## config.mk

```make
export PLATFORM = sky130hd
export DESIGN_NAME = pwm_fade_ctrl_flat
export DESIGN_NICKNAME = d
export VERILOG_FILES = /design/src/rtl/pwm_ctrl_pkg.sv /design/src/rtl/pwm_fade_ctrl_if.sv /design/src/rtl/pwm_step_timer.sv /design/src/rtl/pwm_fade_ctrl.sv /design/src/flat_wrapper.sv
export SDC_FILE = /design/constraint.sdc
export NUM_CORES = 1
export LEC_CHECK = 0
export CAP_MARGIN = 10
export CELL_PAD_IN_SITES_DETAIL_PLACEMENT = 1
export CELL_PAD_IN_SITES_GLOBAL_PLACEMENT = 1
export CORE_ASPECT_RATIO = 1.5
export CORE_UTILIZATION = 48
export DETAILED_ROUTE_END_ITERATION = 12
export DONT_BUFFER_PORTS = 1
export PLACE_DENSITY = 0.78
export SKIP_LAST_GASP = 1
export SLEW_MARGIN = 10
export SYNTH_ARGS = -nofsm -noshare
export SYNTH_HDL_FRONTEND = slang
export SYNTH_SLANG_ARGS = --single-unit
export TNS_END_PERCENT = 100
```

## constraint.sdc

```tcl
create_clock -name clk -period 5.1 [get_ports clk]
set_input_delay 1.275 -clock clk [delete_from_list [all_inputs] [get_ports clk]]
set_output_delay 1.275 -clock clk [all_outputs]
set_load 0.01 [all_outputs]
```

## src/rtl/pwm_ctrl_pkg.sv

```systemverilog
// Purpose : shared types and helpers for the PWM fade sequencer.
// Latency : n/a (types, constants and pure functions only).
// Backpr. : n/a.
package pwm_ctrl_pkg;

    typedef enum logic [1:0] {
        IDLE = 2'd0,
        RAMP = 2'd1,
        DONE = 2'd2
    } fade_state_t;

    // Full-scale duty (100%) for an R-bit PWM generator.
    function automatic int unsigned DUTY_FULL(input int unsigned r);
        return 32'd1 << r;
    endfunction

    // One step of duty toward target, never overshooting. Comparisons happen
    // before the subtraction, so nothing can wrap below 0 or above full scale.
    function automatic logic [31:0] clamp_step(input logic [31:0] duty,
                                               input logic [31:0] target,
                                               input logic [31:0] step);
        if (duty < target) begin
            return ((target - duty) < step) ? target : duty + step;
        end else if (duty > target) begin
            return ((duty - target) < step) ? target : duty - step;
        end
        return duty;
    endfunction

endpackage

```

## src/rtl/pwm_fade_ctrl_if.sv

```systemverilog
// Purpose : fade-command valid/ready bus into pwm_fade_ctrl.
// Latency : n/a (wires only); a command transfers on cfg_valid && cfg_ready.
// Backpr. : cfg_ready is low while a fade is in progress.
// Optional: cfg_loop exists only when PWM_FADE_BREATHE_EN is defined.
interface pwm_fade_ctrl_if #(
    parameter int R = 8
);
    logic         cfg_valid;
    logic         cfg_ready;
    logic [R:0]   cfg_target;
    logic [R:0]   cfg_step;
    logic [31:0]  cfg_tick;
    logic [31:0]  cfg_dvsr;
`ifdef PWM_FADE_BREATHE_EN
    logic         cfg_loop;
`endif

    modport master (
        output cfg_valid, cfg_target, cfg_step, cfg_tick, cfg_dvsr,
`ifdef PWM_FADE_BREATHE_EN
        output cfg_loop,
`endif
        input  cfg_ready
    );

    modport slave (
        input  cfg_valid, cfg_target, cfg_step, cfg_tick, cfg_dvsr,
`ifdef PWM_FADE_BREATHE_EN
        input  cfg_loop,
`endif
        output cfg_ready
    );
endinterface

```

## src/rtl/pwm_step_timer.sv

```systemverilog
// Purpose : 32-bit loadable down-counter producing a periodic expire pulse.
// Latency : first expire load_val cycles after load, then every load_val cycles.
// Backpr. : none; counts only while en_i is high.
// Ports   : clk, rst (async active-low), load_i/load_val_i (0 treated as 1),
//           en_i (count enable), expire_o (1-cycle pulse, auto-reloads).
module pwm_step_timer (
    input  logic        clk,
    input  logic        rst,
    input  logic        load_i,
    input  logic [31:0] load_val_i,
    input  logic        en_i,
    output logic        expire_o
);
    logic [31:0] cnt_q, cnt_d;
    logic [31:0] reload_q, reload_d;
    logic [31:0] load_norm;

    assign load_norm = (load_val_i == 32'd0) ? 32'd1 : load_val_i;
    assign expire_o  = en_i && (cnt_q == 32'd1);

    always_comb begin
        cnt_d    = cnt_q;
        reload_d = reload_q;
        if (load_i) begin
            cnt_d    = load_norm;
            reload_d = load_norm;
        end else if (en_i) begin
            cnt_d = (cnt_q == 32'd1) ? reload_q : cnt_q - 32'd1;
        end
    end

    always_ff @(posedge clk or negedge rst) begin
        if (!rst) begin
            cnt_q    <= 32'd1;
            reload_q <= 32'd1;
        end else begin
            cnt_q    <= cnt_d;
            reload_q <= reload_d;
        end
    end
endmodule

```

## src/rtl/pwm_fade_ctrl.sv

```systemverilog
// Purpose : ramps registered duty toward a commanded target and drives dvsr
//           into pwm_enhanced; optional breathing loop (PWM_FADE_BREATHE_EN).
// Latency : dvsr updates on the accept edge; first duty step cfg_tick cycles
//           later, then every cfg_tick cycles; done 1 cycle after reaching target.
// Backpr. : cfg_ready high only in IDLE; abort blocks accept and stops a ramp.
// Ports   : clk, rst (async active-low), cfg (fade command bus), abort,
//           duty/dvsr (to pwm_enhanced), busy (ramping), done (1-cycle pulse).
module pwm_fade_ctrl
    import pwm_ctrl_pkg::*;
#(
    parameter int          R        = 8,
    parameter logic [31:0] DVSR_RST = 32'd4882
) (
    input  logic           clk,
    input  logic           rst,
    pwm_fade_ctrl_if.slave cfg,
    input  logic           abort,
    output logic [R:0]     duty,
    output logic [31:0]    dvsr,
    output logic           busy,
    output logic           done
);
    localparam int         DW   = R + 1;
    localparam logic [R:0] FULL = DW'(DUTY_FULL(R));

    fade_state_t state_q, state_d;
    logic [R:0]  duty_q, duty_d;
    logic [31:0] dvsr_q, dvsr_d;
    logic [R:0]  target_q, target_d;
    logic [R:0]  step_q, step_d;
`ifdef PWM_FADE_BREATHE_EN
    logic [R:0]  start_q, start_d;
    logic        loop_q, loop_d;
    logic        pulse_q, pulse_d;
`endif

    logic        accept;
    logic        expire;
    logic [R:0]  norm_target;
    logic [R:0]  norm_step;
    logic [R:0]  duty_next;

    assign accept      = (state_q == IDLE) && cfg.cfg_valid && !abort;
    assign norm_target = (cfg.cfg_target > FULL) ? FULL : cfg.cfg_target;
    assign norm_step   = (cfg.cfg_step == '0) ? DW'(1) : cfg.cfg_step;
    assign duty_next   = DW'(clamp_step(32'(duty_q), 32'(target_q), 32'(step_q)));

    pwm_step_timer u_timer (
        .clk        (clk),
        .rst        (rst),
        .load_i     (accept),
        .load_val_i (cfg.cfg_tick),
        .en_i       (state_q == RAMP),
        .expire_o   (expire)
    );

    always_comb begin
        state_d  = state_q;
        duty_d   = duty_q;
        dvsr_d   = dvsr_q;
        target_d = target_q;
        step_d   = step_q;
`ifdef PWM_FADE_BREATHE_EN
        start_d  = start_q;
        loop_d   = loop_q;
        pulse_d  = 1'b0;
`endif
        unique case (state_q)
            IDLE: begin
                if (accept) begin
                    target_d = norm_target;
                    step_d   = norm_step;
                    dvsr_d   = cfg.cfg_dvsr;
`ifdef PWM_FADE_BREATHE_EN
                    start_d  = duty_q;
                    loop_d   = cfg.cfg_loop;
`endif
                    state_d  = (norm_target == duty_q) ? DONE : RAMP;
                end
            end
            RAMP: begin
                // abort wins over a step landing on the same edge
                if (abort) begin
                    state_d = IDLE;
                end else if (expire) begin
                    duty_d = duty_next;
                    if (duty_next == target_q) begin
`ifdef PWM_FADE_BREATHE_EN
                        if (loop_q) begin
                            // bounce between the two endpoints, staying busy
                            target_d = start_q;
                            start_d  = target_q;
                            pulse_d  = 1'b1;
                        end else begin
                            state_d = DONE;
                        end
`else
                        state_d = DONE;
`endif
                    end
                end
            end
            DONE:    state_d = IDLE;
            default: state_d = IDLE;
        endcase
    end

    always_ff @(posedge clk or negedge rst) begin
        if (!rst) begin
            state_q  <= IDLE;
            duty_q   <= '0;
            dvsr_q   <= DVSR_RST;
            target_q <= '0;
            step_q   <= DW'(1);
`ifdef PWM_FADE_BREATHE_EN
            start_q  <= '0;
            loop_q   <= 1'b0;
            pulse_q  <= 1'b0;
`endif
        end else begin
            state_q  <= state_d;
            duty_q   <= duty_d;
            dvsr_q   <= dvsr_d;
            target_q <= target_d;
            step_q   <= step_d;
`ifdef PWM_FADE_BREATHE_EN
            start_q  <= start_d;
            loop_q   <= loop_d;
            pulse_q  <= pulse_d;
`endif
        end
    end

    assign cfg.cfg_ready = (state_q == IDLE);
    assign busy          = (state_q == RAMP);
    assign duty          = duty_q;
    assign dvsr          = dvsr_q;
`ifdef PWM_FADE_BREATHE_EN
    assign done          = (state_q == DONE) || pulse_q;
`else
    assign done          = (state_q == DONE);
`endif
endmodule

```

## src/flat_wrapper.sv

```systemverilog
// flat-port wrapper written by rule: the top's interface ports become plain ports
module pwm_fade_ctrl_flat import pwm_ctrl_pkg::*;
#(
    parameter int          R        = 8,
    parameter logic [31:0] DVSR_RST = 32'd4882
)
  (clk, rst, abort, duty, dvsr, busy, done, cfg_cfg_valid, cfg_cfg_target, cfg_cfg_step, cfg_cfg_tick, cfg_cfg_dvsr, cfg_cfg_ready);
  pwm_fade_ctrl_if #(.R(R)) cfg_i ();
  input  logic clk;
  input  logic rst;
  input  logic abort;
  output logic [R:0] duty;
  output logic [31:0] dvsr;
  output logic busy;
  output logic done;
  input wire logic [$bits(cfg_i.cfg_valid)-1:0] cfg_cfg_valid;
  input wire logic [$bits(cfg_i.cfg_target)-1:0] cfg_cfg_target;
  input wire logic [$bits(cfg_i.cfg_step)-1:0] cfg_cfg_step;
  input wire logic [$bits(cfg_i.cfg_tick)-1:0] cfg_cfg_tick;
  input wire logic [$bits(cfg_i.cfg_dvsr)-1:0] cfg_cfg_dvsr;
  output wire logic [$bits(cfg_i.cfg_ready)-1:0] cfg_cfg_ready;
  assign cfg_i.cfg_valid = cfg_cfg_valid;
  assign cfg_i.cfg_target = cfg_cfg_target;
  assign cfg_i.cfg_step = cfg_cfg_step;
  assign cfg_i.cfg_tick = cfg_cfg_tick;
  assign cfg_i.cfg_dvsr = cfg_cfg_dvsr;
  assign cfg_cfg_ready = cfg_i.cfg_ready;
  pwm_fade_ctrl #(.R(R), .DVSR_RST(DVSR_RST)) u_core (.clk(clk), .rst(rst), .cfg(cfg_i), .abort(abort), .duty(duty), .dvsr(dvsr), .busy(busy), .done(done));
endmodule
```

==> results.md, run 1 <==
* GRT Residual Overflow at 0
* CTS tree: yes
* Largest stage delay, worst path at 530 ps
* Clk network pwr share at 0.306
* LEAKAGE at 4.18 nW
* Layout cells sized above 1 at 0.0894
* GRT Overall Usage at 0.324
* Yosys top cell area share at 0.345
* Vias per inst at 6.17
* Final net count at 1203
* Total die area at 0.0182 mm2
* DR pass1 iterations at 4
* Gp weighted congestion at 0.923
* CTS Buf Count at 17
* Initial antenna violation count at 0
* Synth Register Bits at 125
* CP max FO at 8
* Hold Vio Cnt, Final at 0
* WL final at 29200 um
* I/O pin count at 130
* Yosys top cell by area: dfrtp_1
* CTS root buf: clkbuf_16
* H-tree depth at 4
* WL/cell at 22.7 um
* # placed instances at 1251
* Avg Cell Area, Syn at 7.94 um2
* Sw Share at 0.393
* Reg power frac at 0.349
* Vert. Die Dim at 165 um
* Asr flop ratio synth at 1.00
* Post-route insts no fill at 1287
* P_int at 2.44 mW
* Hold slack at 478 ps
* FP Rows at 59
* Post-synthesis cell area at 0.00848 mm2
* Top cells by area, synth: dfrtp_1, nand2_1, ha_1
* DR DRC count at 0
* Final critical-path share of the clock period at 0.934
* Max Slew Vio Count at 0
* Slowest-stage cell, CP: or4_1
* RSZ-0062 raised after global routing: false
* Switching pwr at 1.58 mW
* Setup crit start kind: flip-flop
* Post-synth EDFFs at 0
* Antenna-violating nets left at 0
* Violation count after the first detailed-routing iteration at 353
* Post-synthesis cell count at 1068
* WP data arrival at 5080 ps
* Status: finished, final reports clean
* Tmin final at 4760 ps
* Most common cell in the netlist: nand2_1
* TNS Setup at 0 ps
* Max rail drop VDD at 0.000245 V
* Synthesized Nets at 1210
* Slew margin rel. at 0.418
* Pwr/cell area at 430 mW/mm2
* Post-Place Worst Slack at 175 ps
* Slew @ Worst Pin at 874 ps
* Via count at 7936
* Filler instances at 2129
* Gate power share at 0.345
* Crit path kind: flip-flop to flip-flop
* PortBufs at 0
* Crit-path most repeated cell: a21oi_2
* Post-synthesis sequential area ratio at 0.370
* Crit. End Element: flip-flop
* CTS sink cnt at 125
* Antenna Cells at 0
* Primary FF master, synth: dfrtp_1
* Max-cap violations at 0
* Vias in the first global route at 8378
* Worst path cell trace: inv_1 -> ha_1 -> inv_1 -> fa_1 -> a21o_1 -> a21oi_2 -> o21bai_1 -> a21oi_2 -> o21bai_1 -> a21oi_2 -> xnor2_1 -> ha_1 -> nand2_1 -> or4_1 -> o311a_4 -> buf_4 -> a22oi_1 -> o22ai_1 -> a221oi_2 -> xnor2_1 -> nand4_1 -> a21o_1
* Yosys cell types at 76
* First-pass GRT wire length at 45200 um
* Synth top cells by count: nand2_1, dfrtp_1, o21ai_0
* Largest net degree at the start of global routing at 126
* Synth Warn # at 0
* Die Wd at 111 um
* Core Region at 0.0173 mm2
* Critical Path RT at 5420 ps
* Cts hold-fix bufs at 0
* Clk buf depth at 2
* Clk_lat worst skew at 430 ps
* Register clock-pin slew on the reported worst setup and hold paths at 60 ps
* Maximum clock frequency at 210 MHz
* Final WS setup at 338 ps
* Area growth, synth to finish at 10.4%
* Clk_skew at 12.1 ps
* Detail Placement HPWL at 21800 um
* HP Class: flip-flop to flip-flop
* Pwr Total at 4.02 mW
* Initial Utilization at 0.489
* Setup violators final at 0
-- worst paths after layout --
check	start	endpoint	slack (ps)	cells past startpoint
worst max-delay path	u_core.target_q[0]$_DFFE_PN0P_	u_core.state_q[0]$_DFFE_PN0P_	340	22
worst min-delay path	u_core.u_timer.reload_q[3]$_DFFE_PN0P_	u_core.u_timer.reload_q[3]$_DFFE_PN0P_	480	2
worst max register to register	u_core.target_q[0]$_DFFE_PN0P_	u_core.state_q[0]$_DFFE_PN0P_	340	22
worst min register to register	u_core.u_timer.reload_q[3]$_DFFE_PN0P_	u_core.u_timer.reload_q[3]$_DFFE_PN0P_	480	2
max in group asynchronous	rst	u_core.step_q[0]$_DFFE_PN1P_	4210	0
min in group asynchronous	rst	u_core.step_q[3]$_DFFE_PN0P_	530	0
-- critical path: cells and delay by family (launching register included) --
family	cells	cell delay, ps
AOI/OAI and AO/OA	11	1980
xor gates and xnor gates	2	260
adders and majority gates	3	900
buffers and inverters	3	350
DFF	1	410
and+or+nand+nor	3	770
-- routing by layer --
layer  part of all wire  up-vias  track usage
met3              0.042       85       0.0565
met5                  0        -            0
met2               0.54      216        0.621
li1                   -     3717            -
met4              0.063        0        0.212
met1               0.35     3918        0.318
-- placed cells by master (no fill, tap or decap), types with 5 or more instances in the layout --
cell,Yosys,routed
nand2_1,254,253
or2_2,5,5
buf_4,1,26
inv_1,49,49
nor3_1,17,16
nand3_1,22,22
clkbuf_16,0,17
xnor2_1,25,25
a21o_1,11,11
nor4_1,20,20
o22ai_1,16,16
o211ai_1,7,7
nor3b_1,6,6
a21oi_1,80,77
nand2b_1,13,12
a211oi_1,15,14
nand4_1,10,10
o21ai_0,90,88
a31oi_1,10,10
nor2b_1,6,6
dfstp_2,8,8
o21a_1,6,6
or3_1,5,5
ha_1,52,52
xor2_1,10,10
a21oi_2,3,5
nor2_1,74,74
dfrtp_1,117,117
-- registers in the layout, summed over array words and instances (netlist names) --
signal                   flops
u_core.dvsr                 32
u_core.u_timer.cnt_q        32
u_core.u_timer.reload_q     32
u_core.duty                  9
u_core.step_q                9
u_core.target_q              9
u_core.state_q               2
-- what timing repair did --
action                                  in CTS  in global routing
gates resized for setup                      0                 10
buffers inserted                             0                  4
endpoints found under the setup margin       0                  2
-- through the flow --
stage | util | instance area [um2]
2_1_floorplan | - | 8480
3_3_place_gp | 0.502 | 8710
3_5_place_dp | 0.502 | 8710
4_1_cts | 0.536 | 9300
5_1_grt | 0.540 | 9360
6_report | 0.540 | 9360
-- cell type report --
type	count	area, um2	share of cell area
multi-input combinational	841	4990	0.533
sequential	125	3140	0.335
clock buffer	18	439	0.0469
tap	213	267	0.0285
timing repair buffer	26	195	0.0208
inverter	50	188	0.0200
clock inverter	14	150	0.0160
-- power groups by stage --
stage	clock network (mW)	registers [mW]	logic [mW]
final	1.23	1.40	1.39
after global routing	1.28	1.43	1.53
after CTS	1.25	1.40	1.35
after detailed placement	0	1.41	1.34
after global placement	0	1.40	1.31
after floorplan	0	1.36	0.990
-- cells by family (layout without fill, tap and decap cells) --
family          Yosys count  in the layout  synth area share
simple gates            454            454             0.239
buf+inv                 102            108            0.0479
xor+xnor                 35             35            0.0361
mux                       5              5           0.00649
fa+ha+maj                56             56            0.0861
flops                   125            125             0.370
compound gates          291            291             0.215
Power figures use the tool's default switching activity.
==> run 2: changes to the inputs <==
--- a/config.mk
+++ b/config.mk
@@ -9,10 +9,10 @@
 export CELL_PAD_IN_SITES_DETAIL_PLACEMENT = 1
 export CELL_PAD_IN_SITES_GLOBAL_PLACEMENT = 1
 export CORE_ASPECT_RATIO = 1.5
-export CORE_UTILIZATION = 48
+export CORE_UTILIZATION = 40
 export DETAILED_ROUTE_END_ITERATION = 12
 export DONT_BUFFER_PORTS = 1
-export PLACE_DENSITY = 0.78
+export PLACE_DENSITY = 0.66
 export SKIP_LAST_GASP = 1
 export SLEW_MARGIN = 10
 export SYNTH_ARGS = -nofsm -noshare
==> results.md, run 2 (synthesis gave the netlist of run 1 again) <==
* Gate power share at 0.338 (was 0.345)
* Layout cells sized above 1 at 0.0779 (was 0.0894)
* Min-delay src: u_core.u_timer.reload_q[11]$_DFFE_PN0P_ (was u_core.u_timer.reload_q[3]$_DFFE_PN0P_)
* GRT Overall Usage at 0.279 (was 0.324)
* Sw Share at 0.389 (was 0.393)
* Slew margin rel. at 0.385 (was 0.418)
* Status: finished, final reports clean (unchanged)
* Hold path cells at 2 (unchanged)
* Antenna-violating nets left at 0 (unchanged)
* DR pass1 iterations at 4 (unchanged)
* # placed instances at 1297 (was 1251)
* Vias in the first global route at 8231 (was 8378)
* Max rail drop VDD at 0.000252 V (was 0.000245 V)
* Gp weighted congestion at 0.909 (was 0.923)
* Violation count after the first detailed-routing iteration at 318 (was 353)
* CTS sink cnt at 125 (unchanged)
* Detail Placement HPWL at 21900 um (was 21800 um)
* Hold Vio Cnt, Final at 0 (unchanged)
* Clk_lat worst skew at 430 ps (about the same)
* CTS root buf: clkbuf_16 (unchanged)
* Crit path kind: flip-flop to flip-flop (unchanged)
* Hold slack at 473 ps (was 478 ps)
* Antenna Cells at 0 (unchanged)
* Max Slew Vio Count at 0 (unchanged)
* Crit. End Element: flip-flop (unchanged)
* R2R cell count at 21 (was 22)
* Critical Path RT at 5420 ps (about the same)
* Post-Place Worst Slack at 179 ps (was 175 ps)
* Clk_skew at 9.56 ps (was 12.1 ps)
* RSZ-0062 raised after global routing: false (unchanged)
* Pwr/cell area at 422 mW/mm2 (was 430 mW/mm2)
* I/O pin count at 130 (unchanged)
* First-pass GRT wire length at 45700 um (was 45200 um)
* Max-cap violations at 0 (unchanged)
* Final core occ at 0.453 (was 0.540)
* P_int at 2.40 mW (was 2.44 mW)
* Final critical-path share of the clock period at 0.951 (was 0.934)
* FP Rows at 64 (was 59)
* Largest net degree at the start of global routing at 126 (unchanged)
* Clk buf depth at 2 (unchanged)
* WL/cell at 22.0 um (was 22.7 um)
* Cts hold-fix bufs at 0 (unchanged)
* Final WS setup at 248 ps (was 338 ps)
* H-tree depth at 4 (unchanged)
* HP Class: flip-flop to flip-flop (unchanged)
* GRT Residual Overflow at 0 (unchanged)
* WP data arrival at 5170 ps (was 5080 ps)
* Vias per inst at 5.80 (was 6.17)
* Total die area at 0.0218 mm2 (was 0.0182 mm2)
* FF-to-FF End: u_core.state_q[0]$_DFFE_PN0P_ (unchanged)
* CTS Buf Count at 17 (unchanged)
* FF-to-FF setup slack at 250 ps (was 340 ps)
* Maximum clock frequency at 206 MHz (was 210 MHz)
* WHS Endpoint: u_core.u_timer.reload_q[11]$_DFFE_PN0P_ (was u_core.u_timer.reload_q[3]$_DFFE_PN0P_)
* Switching pwr at 1.53 mW (was 1.58 mW)
* Register clock-pin slew on the reported worst setup and hold paths at 70 ps (was 60 ps)
* Die Wd at 121 um (was 111 um)
* WL final at 29300 um (was 29200 um)
* TNS Setup at 0 ps (unchanged)
* Vert. Die Dim at 180 um (was 165 um)
* Post-route insts no fill at 1329 (was 1287)
* DR DRC count at 0 (unchanged)
* Initial Utilization at 0.412 (was 0.489)
* Commonest non-fill, non-tap cells in the layout: nand2_1, dfrtp_1, o21ai_0 (unchanged)
* RR Startpoint: u_core.target_q[0]$_DFFE_PN0P_ (unchanged)
* Via count at 7714 (was 7936)
* Initial antenna violation count at 0 (unchanged)
* Slew @ Worst Pin at 919 ps (was 874 ps)
* CP max FO at 14 (was 8)
* Setup violators final at 0 (unchanged)
* CTS tree: yes (unchanged)
* Reg power frac at 0.358 (was 0.349)
* Core Region at 0.0206 mm2 (was 0.0173 mm2)
* Commonest non-fill, non-tap cell in the layout: nand2_1 (unchanged)
* Area growth, synth to finish at 9.82% (was 10.4%)
* Clk network pwr share at 0.305 (was 0.306)
* Setup crit start kind: flip-flop (unchanged)
* Tmin final at 4850 ps (was 4760 ps)
* PortBufs at 0 (unchanged)
* LEAKAGE at 4.12 nW (was 4.18 nW)
* Final net count at 1194 (was 1203)
## run 2: worst max-delay path: stages, from the launching register on
cell and delay, ps:
dfrtp_1 440, inv_1 100, ha_1 180, inv_1 70
fa_1 410, a21o_1 200, a21oi_2 170, o21bai_1 100
a21oi_2 180, o21bai_1 80, a21oi_1 170, xnor2_1 90
ha_1 310, nand2_1 70, or4_1 530, o311a_4 230
mux2_4 360, a311oi_2 240, a21oi_1 90, a2111oi_2 350
nand4_1 160, a21o_1 200
## run 2: worst max-delay path by stage
stage,start,endpoint,slack (ps),cells past startpoint
detailed placement,u_core.target_q[0]$_DFFE_PN0P_,u_core.state_q[0]$_DFFE_PN0P_,180,21
floorplan,u_core.duty[1]$_DFFE_PN0P_,u_core.state_q[0]$_DFFE_PN0P_,530,19
global route,u_core.duty[0]$_DFFE_PN0P_,u_core.state_q[0]$_DFFE_PN0P_,30,19
CTS,u_core.target_q[0]$_DFFE_PN0P_,u_core.state_q[0]$_DFFE_PN0P_,160,21
finish,u_core.target_q[0]$_DFFE_PN0P_,u_core.state_q[0]$_DFFE_PN0P_,250,21
global placement,u_core.target_q[0]$_DFFE_PN0P_,u_core.state_q[0]$_DFFE_PN0P_,290,21
## run 2: per-layer routing
layer  vias to the layer above  wire (um)  share of wire  global-route usage
li1                       3696          -              -                   -
met1                      3771      10700           0.36               0.283
met2                       189      16000           0.55               0.525
met3                        58       1190          0.041              0.0522
met4                         0       1480          0.050               0.148
met5                         -          0              0                   0
## run 2: final cells by class
cell class	count	area, um2
repair buffers	17	128
flip-flops and latches	125	3140
multi-input cells	841	4960
fillers	2542	11300
clock inverters	14	134
inverters	50	188
well taps	264	330
clock buffers	18	439
## run 2: timing repair
| action | 4_1_cts | 5_1_grt |
|---|---|---|
| endpoints found under the setup margin | 0 | 2 |
| setup buffers | 0 | 0 |
| resized for setup | 0 | 3 |
| hold endpoints to repair | 0 | 0 |
## run 2: power by group through the flow
stage                     registers (mW)  clock network, mW  logic [mW]
after floorplan                     1.36                  0       0.990
after global placement              1.42                  0        1.30
after detailed placement            1.42                  0        1.32
after CTS                           1.41               1.22        1.33
after global routing                1.43               1.26        1.48
final                               1.41               1.20        1.33
## run 2: through the flow
step	area (um2)	total power, mW
6_report	9320	3.93
5_1_grt	9320	4.17
4_1_cts	9310	3.96
3_5_place_dp	8740	2.74
3_3_place_gp	8740	2.72
2_1_floorplan	8480	2.35
